### config.mk
export PLATFORM = sky130hd
export DESIGN_NAME = ex_stage
export DESIGN_NICKNAME = d
export VERILOG_FILES = /design/src/rtl/ex_stage.sv
export SDC_FILE = /design/constraint.sdc
export NUM_CORES = 1
export LEC_CHECK = 0
export CAP_MARGIN = 25
export CORE_MARGIN = 1.5
export CORE_UTILIZATION = 40
export DETAILED_ROUTE_END_ITERATION = 8
export PLACE_DENSITY = 0.78
export SETUP_SLACK_MARGIN = 0.4
export SLEW_MARGIN = 20
export SYNTH_ARGS = -nofsm -noshare
export SYNTH_HDL_FRONTEND = slang
export SYNTH_SLANG_ARGS = --single-unit
export TNS_END_PERCENT = 1
### constraint.sdc
create_clock -name clk -period 4.9 [get_ports clk]
set_input_delay 0.49 -clock clk [delete_from_list [all_inputs] [get_ports clk]]
set_output_delay 0.49 -clock clk [all_outputs]
set_load 0.01 [all_outputs]
### src/rtl/ex_stage.sv
// Execute stage: operand forwarding, ADD/SLL ALU, EX/WB register and saturating retire counter.
// Optional macro FWD_EN enables forwarding from the EX/WB register; otherwise fwd_a/fwd_b are 0.
module ex_stage #(
    parameter int unsigned DATA_W = 8,
    parameter int unsigned REG_AW = 3,
    parameter int unsigned CNT_W  = 16
) (
    input  logic              clk,
    input  logic              reset,
    input  logic [DATA_W-1:0] reg_out_1,
    input  logic [DATA_W-1:0] reg_out_2,
    input  logic [DATA_W-1:0] shamt,
    input  logic              alu_sel,
    input  logic              alu_src,
    input  logic              regwrite,
    input  logic [REG_AW-1:0] write_reg,
    input  logic [REG_AW-1:0] source1,
    input  logic [REG_AW-1:0] source2,
    output logic [DATA_W-1:0] alu_result,
    output logic [REG_AW-1:0] write_reg_out,
    output logic              regwrite_out,
    output logic              zero,
    output logic              carry,
    output logic              fwd_a,
    output logic              fwd_b,
    output logic [CNT_W-1:0]  retire_count
);

    logic [DATA_W-1:0] alu_result_q, result_d;
    logic [REG_AW-1:0] write_reg_q;
    logic              regwrite_q, zero_q, carry_q, carry_d;
    logic [CNT_W-1:0]  retire_count_q;
    logic [DATA_W-1:0] op_a, op_b;
    logic [DATA_W:0]   sum;

`ifdef FWD_EN
    assign fwd_a = regwrite_q && (write_reg_q == source1);
    assign fwd_b = regwrite_q && (write_reg_q == source2) && !alu_src;
`else
    assign fwd_a = 1'b0;
    assign fwd_b = 1'b0;
`endif

    assign op_a = fwd_a ? alu_result_q : reg_out_1;
    assign op_b = alu_src ? shamt : (fwd_b ? alu_result_q : reg_out_2);
    assign sum  = {1'b0, op_a} + {1'b0, op_b};

    always_comb begin
        result_d = '0;
        carry_d  = 1'b0;
        if (alu_sel) begin
            // Shift amounts of DATA_W or more clear the result.
            if (op_b < DATA_W[DATA_W-1:0]) begin
                result_d = op_a << op_b;
            end
        end else begin
            result_d = sum[DATA_W-1:0];
            carry_d  = sum[DATA_W];
        end
    end

    always_ff @(posedge clk or negedge reset) begin
        if (!reset) begin
            alu_result_q   <= '0;
            write_reg_q    <= '0;
            regwrite_q     <= 1'b0;
            zero_q         <= 1'b0;
            carry_q        <= 1'b0;
            retire_count_q <= '0;
        end else begin
            alu_result_q <= result_d;
            write_reg_q  <= write_reg;
            regwrite_q   <= regwrite;
            zero_q       <= (result_d == '0);
            carry_q      <= carry_d;
            if (regwrite && (retire_count_q != '1)) begin
                retire_count_q <= retire_count_q + 1'b1;
            end
        end
    end

    assign alu_result    = alu_result_q;
    assign write_reg_out = write_reg_q;
    assign regwrite_out  = regwrite_q;
    assign zero          = zero_q;
    assign carry         = carry_q;
    assign retire_count  = retire_count_q;

endmodule

==> summary.md, run 1 <==
| Metric | Value |
|---|---|
| Routed len/inst | `12.9 µm` |
| Global-route usage over all layers | `0.162` |
| Clk sinks | `30` |
| FF+latch count, synth | `30` |
| Worst Hold Depth | `1` |
| Vias per cell | `5.34` |
| Detailed Place HPWL | `3200 µm` |
| Hold EP | `retire_count[10]` |
| Critical-path maximum fanout | `10` |
| I/O Buffers | `61` |
| Worst EP arrival | `3.62 ns` |
| CP Data Required Time | `5.07 ns` |
| Clk_skew | `0.0111 ns` |
| First-pass GRT wire length | `6600 µm` |
| Initial antenna violation count | `0` |
| Total Negative Setup Slacks | `0 ns` |
| # setup viols final | `0` |
| Number of global-route vias before repair | `1535` |
| Hold Crit Start | `retire_count[10]` |
| FILL cells | `409` |
| CTS Hold Buffers Added | `0` |
| R2r setup slk | `2.89 ns` |
| CTS tree | `built` |
| RSZ-0062 raised after global routing | `false` |
| Max Cap Viol | `0` |
| Worst ir drop on vdd | `0.000112 V` |
| DIE AREA | `5170 µm²` |
| Die height | `71.9 µm` |
| FF+latch area | `751 µm²` |
| Residual DRC count | `0` |
| Layout net count | `299` |
| Clock Root Buffer | `clkbuf_8` |
| Fmax | `0.290 GHz` |
| Initial Utilization | `0.424` |
| Ys flop type | `dfrtp_1` |
| Post-layout minimum cycle time | `3.45 ns` |
| Core area | `4470 µm²` |
| TritonCTS buffer count | `5` |
| Multi-input gate area | `1070 µm²` |
| Post-CTS setup buffers | `0` |
| Startpoint Class | `input pin` |
| Worst Tran Pin Value | `0.626 ns` |
| Cells after synthesis | `186` |
| Clk_lat worst skew | `0.28 ns` |
| Post_cts resized | `0` |
| Drt pass-1 iters | `4` |
| Ant. Diodes | `0` |
| HP Class | `flip-flop to flip-flop` |
| Number of core rows | `24` |
| Iter 0 DRT Violations | `66` |
| Status | `finished, final reports clean` |
| Share of the synthesized area in the top cell type | `0.396` |
| Die W | `71.9 µm` |
| Register area share after synthesis | `0.396` |
| Cell variety after synth | `48` |
| Type of destination of the critical path | `flip-flop` |
| Mean area per synthesized cell | `10.2 µm²` |
| Post-synth EDFFs | `0` |
| Worst r2r src | `retire_count[3]` |
| Maximum number of pins on one net before global-route repair | `31` |
| Worst r2r dst | `retire_count[1]` |
| Synth area leaders | `dfrtp_1, ha_1, mux2i_1, xnor2_1, nand3_1` |
| Synth warn | `0` |
| H-tree Lvls | `2` |
| Ys async rst share | `1.00` |
| Clock transition at the registers of the reported paths | `0.06 ns` |
| Vias | `1619` |
| Layout cells sized above 1 | `0.0757` |
| LEAKAGE | `1.12 nW` |
| Final core occ | `0.586` |
| Post-DRT Antenna Nets | `0` |
| Pwr per Cell Area | `305 nW/µm²` |
| Netlist Area Pre-Place | `1900 µm²` |
| Max-slew violations | `0` |
| Final Hold Viols | `0` |
| Area delta synth->final | `38.0%` |
| Fin crit share | `0.704` |
| Setup CP Type | `input pin to flip-flop` |
| Drt total wl | `3910 µm` |
| Deepest clock path buffer count | `2` |
| R2R cell count | `6` |
| Ports | `70` |
| Rel. slew slack | `0.581` |
| Gr ovfl total | `0` |
| Synth area leader | `dfrtp_1` |
| RD Place Congestion | `0.870` |
[cell type report]
| class | count | area share |
|---|---|---|
| inverters | 11 | 0.0158 |
| multi-input cells | 141 | 0.408 |
| well taps | 52 | 0.0248 |
| flip-flops and latches | 30 | 0.287 |
| clock buffers | 7 | 0.0291 |
| repair buffers | 62 | 0.236 |
[logic make-up (layout without fill, tap and decap cells)]
group,Yosys count,after routing,synth area share
and+or+nand+nor,55,55,0.156
other,1,2,0.00198
buffers and inverters,16,80,0.0435
adders and majority gates,10,10,0.0699
AOI/OAI and AO/OA,38,38,0.131
muxes,19,19,0.124
DFF,30,30,0.396
xor gates and xnor gates,17,17,0.0784
[worst max-delay path, stage by stage]
cell and delay [ns]:
clkdlybuf4s50_1 0.87, mux2i_4 0.49, inv_2 0.17, ha_1 0.32
a211oi_1 0.28, o21bai_1 0.18, o22ai_1 0.19, xor2_1 0.21
o221ai_2 0.14, nor4_1 0.27
[power breakdown]
part / leakage (nW) / internal (mW) / total [mW] / switching, mW
logic: 0.706 / 0.163 / 0.292 / 0.130
registers: 0.376 / 0.291 / 0.328 / 0.0375
clock network: 0.0383 / 0.0972 / 0.178 / 0.0804
total: 1.12 / 0.551 / 0.798 / 0.248
[worst max-delay path by stage]
stage             from    to  slack (ns)  cells after the start
5_1_grt        alu_src  zero        1.12                     10
2_1_floorplan  alu_src  zero        2.30                     12
3_5_place_dp   alu_src  zero        1.17                     10
6_report       alu_src  zero        1.45                     10
3_3_place_gp   alu_src  zero        1.23                     10
4_1_cts        alu_src  zero        1.45                     10
[registers in the layout, indices dropped and copies added, names as in the netlist]
register / cells
zero: 1
regwrite_out: 1
carry: 1
write_reg_out: 3
retire_count: 16
alu_result: 8
[layout by cell type, fill, tap and decap left out, drive strengths merged, types with 2 or more instances in the layout]
cell type,netlist,layout
clkbuf,1,7
a211oi,2,2
nor2,8,8
nand2b,2,2
a21oi,9,9
nand3,14,14
a31oi,3,3
dfrtp,30,30
xnor2,9,9
nand2,12,12
ha,9,9
and4,3,3
nor3,5,5
conb,1,2
mux2i,13,13
nand4,2,2
xor2,8,8
mux2,6,6
inv,11,11
o22ai,5,5
o21ai,9,9
o21bai,2,2
clkdlybuf4s50,0,61
[synthesized netlist by cell type (all sizes together), types with 2 or more instances]
master	count
and4	3
mux2i	13
o21bai	2
xnor2	9
a31oi	3
xor2	8
ha	9
o22ai	5
nand3	14
nand2	12
nand4	2
o21ai	9
buf	4
nor2	8
inv	11
a211oi	2
a21oi	9
mux2	6
dfrtp	30
nand2b	2
nor3	5
[metal layers]
metal / track usage / up-vias / wire, µm
li1: - / 798 / -
met1: 0.192 / 752 / 1670
met2: 0.286 / 59 / 1980
met3: 0.0295 / 10 / 186
met4: 0.0671 / 0 / 74
met5: 0 / - / 0
[stage by stage]
step | cells | hold WS [ns] | setup slack, ns | area, µm² | total power, mW
after floorplan | 187 | 0.194 | 2.30 | 1900 | 0.478
after global placement | 296 | 0.480 | 1.23 | 2540 | 0.618
after detailed placement | 296 | 0.498 | 1.17 | 2540 | 0.628
after CTS | 303 | 0.506 | 1.45 | 2620 | 0.808
after global routing | 303 | 0.529 | 1.12 | 2620 | 0.850
final | 303 | 0.504 | 1.45 | 2620 | 0.798
Note: power is estimated with default switching activity, not from simulation.
==> inputs of run 2 (changes only) <==
--- a/config.mk
+++ b/config.mk
@@ -9,7 +9,7 @@
 export CORE_MARGIN = 1.5
 export CORE_UTILIZATION = 40
 export DETAILED_ROUTE_END_ITERATION = 8
-export PLACE_DENSITY = 0.78
+export PLACE_DENSITY = 0.81
 export SETUP_SLACK_MARGIN = 0.4
 export SLEW_MARGIN = 20
 export SYNTH_ARGS = -nofsm -noshare
==> constraint.sdc (replaced) <==
create_clock -name clk -period 2.97 [get_ports clk]
set_input_delay 0.297 -clock clk [delete_from_list [all_inputs] [get_ports clk]]
set_output_delay 0.297 -clock clk [all_outputs]
set_load 0.01 [all_outputs]
==> run 2 against run 1 <==
Compared with the run above:
- total power is 80% higher
- register-to-register slack worse by 1.9 ns
- cell area is 6.8% higher
- sequential share of layout area is 1.8 points lower
- wire length is 10% higher
- global-route usage is 1.9 points higher
- critical path type unchanged
- first-iteration DRC count is 14% higher
- clock skew is 0.0076 ns lower
==> summary.md, run 2 (synthesized netlist as in run 1, its figures left out) <==
| Metric | Value |
|---|---|
| Area post-placement | `2650 µm²` |
| CP max-delay cell | `fa_2` |
| Drt total wl | `4310 µm` |
| Clock Root Buffer | `clkbuf_8` |
| Ports | `70` |
| Type of destination of the critical path | `flip-flop` |
| R2r setup slk | `0.97 ns` |
| Max Cap Viol | `0` |
| I/O Buffers | `61` |
| Vias per cell | `5.34` |
| Gr ovfl total | `0` |
| Clk_lat worst skew | `0.28 ns` |
| CP Data Required Time | `3.14 ns` |
| Core area | `4470 µm²` |
| Clk_skew | `0.00350 ns` |
| RSZ-0062 raised after global routing | `false` |
| Die W | `71.9 µm` |
| Worst path max stage delay | `0.33 ns` |
| Ant. Diodes | `0` |
| Worst EP arrival | `2.60 ns` |
| Maximum number of pins on one net before global-route repair | `31` |
| Total Negative Setup Slacks | `0 ns` |
| Global-route usage over all layers | `0.181` |
| Detailed Place HPWL | `3370 µm` |
| Drt pass-1 iters | `5` |
| Placement Setup Slack | `-0.0602 ns` |
| Initial antenna violation count | `0` |
| Commonest non-fill, non-tap cell in the layout | `clkdlybuf4s50_1` |
| Fmax | `0.412 GHz` |
| Layout net count | `313` |
| Pwr per Cell Area | `514 nW/µm²` |
| Area delta synth->final | `47.4%` |
| HP Class | `input pin to asynchronous set/reset pin` |
| DIE AREA | `5170 µm²` |
| FILL cells | `397` |
| Number of global-route vias before repair | `1653` |
| Die height | `71.9 µm` |
| Residual DRC count | `0` |
| Largest register FFs | `16` |
| TritonCTS buffer count | `5` |
| Post-layout minimum cycle time | `2.43 ns` |
| Non-Filler Instances | `318` |
| Final Hold Viols | `0` |
| Startpoint Class | `input pin` |
| Critical-path cell list | `dlygate4sd2_1, buf_12, mux2i_4, inv_1, ha_2, inv_1, fa_2, nand2b_1, a21oi_2, a31oi_2, xnor2_1, o22ai_1, nor4_1` |
| RD Place Congestion | `0.843` |
| Final setup margin | `0.541 ns` |
| Worst ir drop on vdd | `0.000231 V` |
| Deepest clock path buffer count | `2` |
| Final Instance Area | `2800 µm²` |
| First-pass GRT wire length | `7260 µm` |
| Initial Utilization | `0.424` |
| CTS tree | `built` |
| Routed len/inst | `13.6 µm` |
| Vias | `1699` |
| Setup CP Type | `input pin to flip-flop` |
| LEAKAGE | `1.21 nW` |
| R2R cell count | `6` |
| Clock transition at the registers of the reported paths | `0.06 ns` |
| Critical-path maximum fanout | `6` |
| # setup viols final | `0` |
| Post-DRT Antenna Nets | `0` |
| Layout cells sized above 1 | `0.158` |
| Max-slew violations | `0` |
| Clk sinks | `30` |
| Highest-count cells in the layout ignoring fill and taps | `clkdlybuf4s50_1, dfrtp_1, nand3_1, buf_4, nand2_1` |
| Number of core rows | `24` |
| Placed Cells | `308` |
| Worst r2r dst | `retire_count[1]` |
| Worst r2r src | `retire_count[3]` |
| Critical Path Most Common Cell | `inv_1` |
| Iter 0 DRT Violations | `75` |
| H-tree Lvls | `2` |
| Status | `finished, final reports clean` |
| Fin crit share | `0.818` |
[run 2: where the power goes]
part	leakage (nW)	switching (mW)	internal (mW)
Sequential	0.376	0.0675	0.479
Clock	0.0575	0.142	0.233
Combinational	0.781	0.225	0.292
[run 2: metal layers]
layer  vias to the layer above  routed length (µm)  share of wire  GRT usage
met2                        63                2210           0.51      0.322
met1                       803                1830           0.42      0.210
li1                        827                   -              -          -
met5                         -                   0              0          0
met3                         6                 209          0.048     0.0281
met4                         0                  64          0.015     0.0901
[run 2: critical path, delay by kind of cell]
family | cells | cell delay [ns]
fa+ha+maj | 2 | 0.51
xor+xnor | 1 | 0.18
compound gates | 3 | 0.43
buf+inv | 4 | 0.54
mux | 1 | 0.18
simple gates | 2 | 0.48
[run 2: worst max path at each step]
stage	end	depth (start not counted)	slack (ns)	from
after floorplan	zero	12	0.56	alu_src
after global placement	zero	12	0.03	alu_src
after detailed placement	zero	12	-0.06	alu_src
after CTS	zero	13	0.52	alu_src
after global routing	zero	11	0.40	alu_src
final	zero	13	0.54	alu_src
[run 2: metrics by stage]
stage / total power, mW / hold WS [ns] / util
3_5_place_dp: 1.06 / 0.482 / 0.591
3_3_place_gp: 1.04 / 0.475 / 0.591
6_report: 1.44 / 0.407 / 0.625
4_1_cts: 1.45 / 0.411 / 0.623
2_1_floorplan: 0.789 / 0.00141 / -
5_1_grt: 1.53 / 0.439 / 0.625
[run 2: layout make-up]
| class | instances | area, µm² | share of cell area |
|---|---|---|---|
| clock buffers | 8 | 110 | 0.0394 |
| inverters | 11 | 41.3 | 0.0148 |
| multi-input cells | 141 | 1100 | 0.392 |
| flip-flops and latches | 30 | 751 | 0.268 |
| well taps | 52 | 65.1 | 0.0233 |
| repair buffers | 76 | 734 | 0.263 |
[run 2: what timing repair did]
action,4_1_cts,5_1_grt
hold buffers,0,0
pin swaps,4,4
endpoints found under the setup margin,1,1
buffers inserted,2,0
gates resized for setup,5,2
==> inputs of run 3 (changes only) <==
==> constraint.sdc (replaced) <==
create_clock -name clk -period 2.2 [get_ports clk]
set_input_delay 0.22 -clock clk [delete_from_list [all_inputs] [get_ports clk]]
set_output_delay 0.22 -clock clk [all_outputs]
set_load 0.01 [all_outputs]
==> run 3 against run 2 <==
Compared with the run above:
- setup slack got worse by 0.38 ns
- sequential power rose by 34%
- non-clock buffer count rose by 32
- total power rose by 40%
- die area did not move
- clock power rose by 19%
- cell count rose by 10%
- clock skew rose by 0.0016 ns
- flip-flop and latch count did not move
- largest cell class unchanged
- largest power group is now combinational cells
==> summary.md, run 3 (synthesized netlist as in run 1, its figures left out) <==
| Metric | Value |
|---|---|
| Status | `finished, final reports clean` |
| First-pass GRT wire length | `8270 µm` |
| Sequential fraction of design power | `0.364` |
| Clk_skew | `0.00508 ns` |
| Worst ir drop on vdd | `0.000281 V` |
| Maximum number of pins on one net before global-route repair | `31` |
| DIE AREA | `5170 µm²` |
| FF+latch area | `751 µm²` |
| Cell internal pwr | `1.38 mW` |
| Number of core rows | `24` |
| Drt total wl | `5010 µm` |
| # setup viols final | `0` |
| Core area | `4470 µm²` |
| Clock Root Buffer | `clkbuf_8` |
| CTS tree | `built` |
| Max Cap Viol | `0` |
| Die W | `71.9 µm` |
| Commonest non-fill, non-tap cell in the layout | `clkdlybuf4s50_1` |
| Multi-input gate area | `1210 µm²` |
| Non-Filler Instances | `350` |
| Area delta synth->final | `65.9%` |
| Worst path max stage delay | `0.35 ns` |
| TritonCTS buffer count | `5` |
| Global-route usage over all layers | `0.206` |
| LEAKAGE | `1.41 nW` |
| Clock transition at the registers of the reported paths | `0.06 ns` |
| Final Hold Viols | `0` |
| CP Data Required Time | `2.38 ns` |
| CTS Hold Buffers Added | `0` |
| Switching Share | `0.313` |
| Total power | `2.01 mW` |
| Startpoint Class | `input pin` |
| Residual DRC count | `0` |
| Type of destination of the critical path | `flip-flop` |
| I/O Buffers | `61` |
| Buf/Inv on CP | `4` |
| Clock power frac | `0.222` |
| HP Class | `input pin to asynchronous set/reset pin` |
| Clk_lat worst skew | `0.28 ns` |
| Post-layout minimum cycle time | `2.04 ns` |
| Initial antenna violation count | `0` |
| Detailed Place HPWL | `3610 µm` |
| Fmax | `0.491 GHz` |
| Gr ovfl total | `0` |
| Largest register FFs | `16` |
| Clk sinks | `30` |
| Ports | `70` |
| Setup CP Type | `input pin to flip-flop` |
| Routed len/inst | `14.3 µm` |
| Pwr per Cell Area | `639 nW/µm²` |
| Max-slew violations | `0` |
| Layout net count | `345` |
| Number of global-route vias before repair | `1849` |
| Critical Path Most Common Cell | `inv_2` |
| Post-DRT Antenna Nets | `0` |
| Fin crit share | `0.926` |
| Drt pass-1 iters | `4` |
| Deepest clock path buffer count | `2` |
| Net Switching | `0.631 mW` |
| Vias per cell | `5.20` |
| CP top delay family | `adder cells` |
| Worst EP arrival | `2.21 ns` |
| Ant. Diodes | `0` |
| Critical-path cell list | `buf_6, buf_12, mux2i_4, inv_2, ha_4, inv_2, fa_2, nand2b_4, a21oi_4, a31oi_4, xnor2_2, o22ai_1, nor4_1` |
| H-tree Lvls | `2` |
| Iter 0 DRT Violations | `61` |
| RD Place Congestion | `0.876` |
| Vias | `1821` |
| Highest-count cells in the layout ignoring fill and taps | `clkdlybuf4s50_1, buf_4, dfrtp_1, nand3_1` |
| Placed Cells | `329` |
| FILL cells | `331` |
| Initial Utilization | `0.424` |
| Critical-path maximum fanout | `6` |
| CP max-delay cell | `fa_2` |
| Worst hold slack | `0.319 ns` |
| Layout cells sized above 1 | `0.299` |
| RSZ-0062 raised after global routing | `true` |
| Comb power frac | `0.413` |
| Die height | `71.9 µm` |
| R2r setup slk | `0.30 ns` |
==> run 3: area by class of cell <==
type                    count  share of cell area
clock buffers               7              0.0274
multi-input cells         141               0.385
inverters                  11              0.0131
well taps                  52              0.0207
clock inverters             1             0.00159
repair buffers            108               0.314
flip-flops and latches     30               0.238
==> run 3: worst register-to-register path, cell delays in order, from the launching register on <==
cell and delay, ns:
dfrtp_1 0.43, and4_1 0.30, nand4_1 0.22, o31a_1 0.43, nor3b_2 0.20, nand3_1 0.11
xnor2_1 0.13
==> run 3: final timing paths <==
path,from,endpoint,cells past startpoint
worst min register to register,retire_count[8],retire_count[8],1
max in group asynchronous,reset,retire_count[11],2
min in group clk,write_reg[0],write_reg_out[0],1
worst max-delay path,alu_src,zero,13
worst max register to register,retire_count[3],retire_count[15],6
worst min-delay path,reset,regwrite_out,2
==> run 3: power groups by stage <==
stage / Combinational, mW / Sequential [mW] / Clock [mW]
2_1_floorplan: 0.298 / 0.776 / 0
3_3_place_gp: 0.728 / 0.740 / 0
3_5_place_dp: 0.746 / 0.745 / 0
4_1_cts: 0.810 / 0.735 / 0.464
5_1_grt: 0.904 / 0.746 / 0.483
6_report: 0.832 / 0.734 / 0.448
==> run 3: through the flow <==
stage               worst slack (ns)  cell area (µm²)   util  setup TNS [ns]
floorplan                   -0.00730             1940      -        -0.00730
global placement              -0.529             2830  0.633           -2.81
detailed placement            -0.562             2830  0.633           -3.11
CTS                            0.183             3110  0.695               0
global route                  0.0843             3150  0.704               0
finish                         0.162             3150  0.704               0
==> run 3: timing repair <==
action,CTS,global route
resized for setup,33,5
buffers inserted,12,1
pin swaps,12,4
endpoints found under the setup margin,19,25
==> run 3: metal layers <==
metal,up-vias,track usage,share of wire
met5,-,0,0
met4,0,0.0860,0.018
met3,9,0.0436,0.046
met2,57,0.362,0.53
met1,864,0.243,0.40
li1,891,-,-
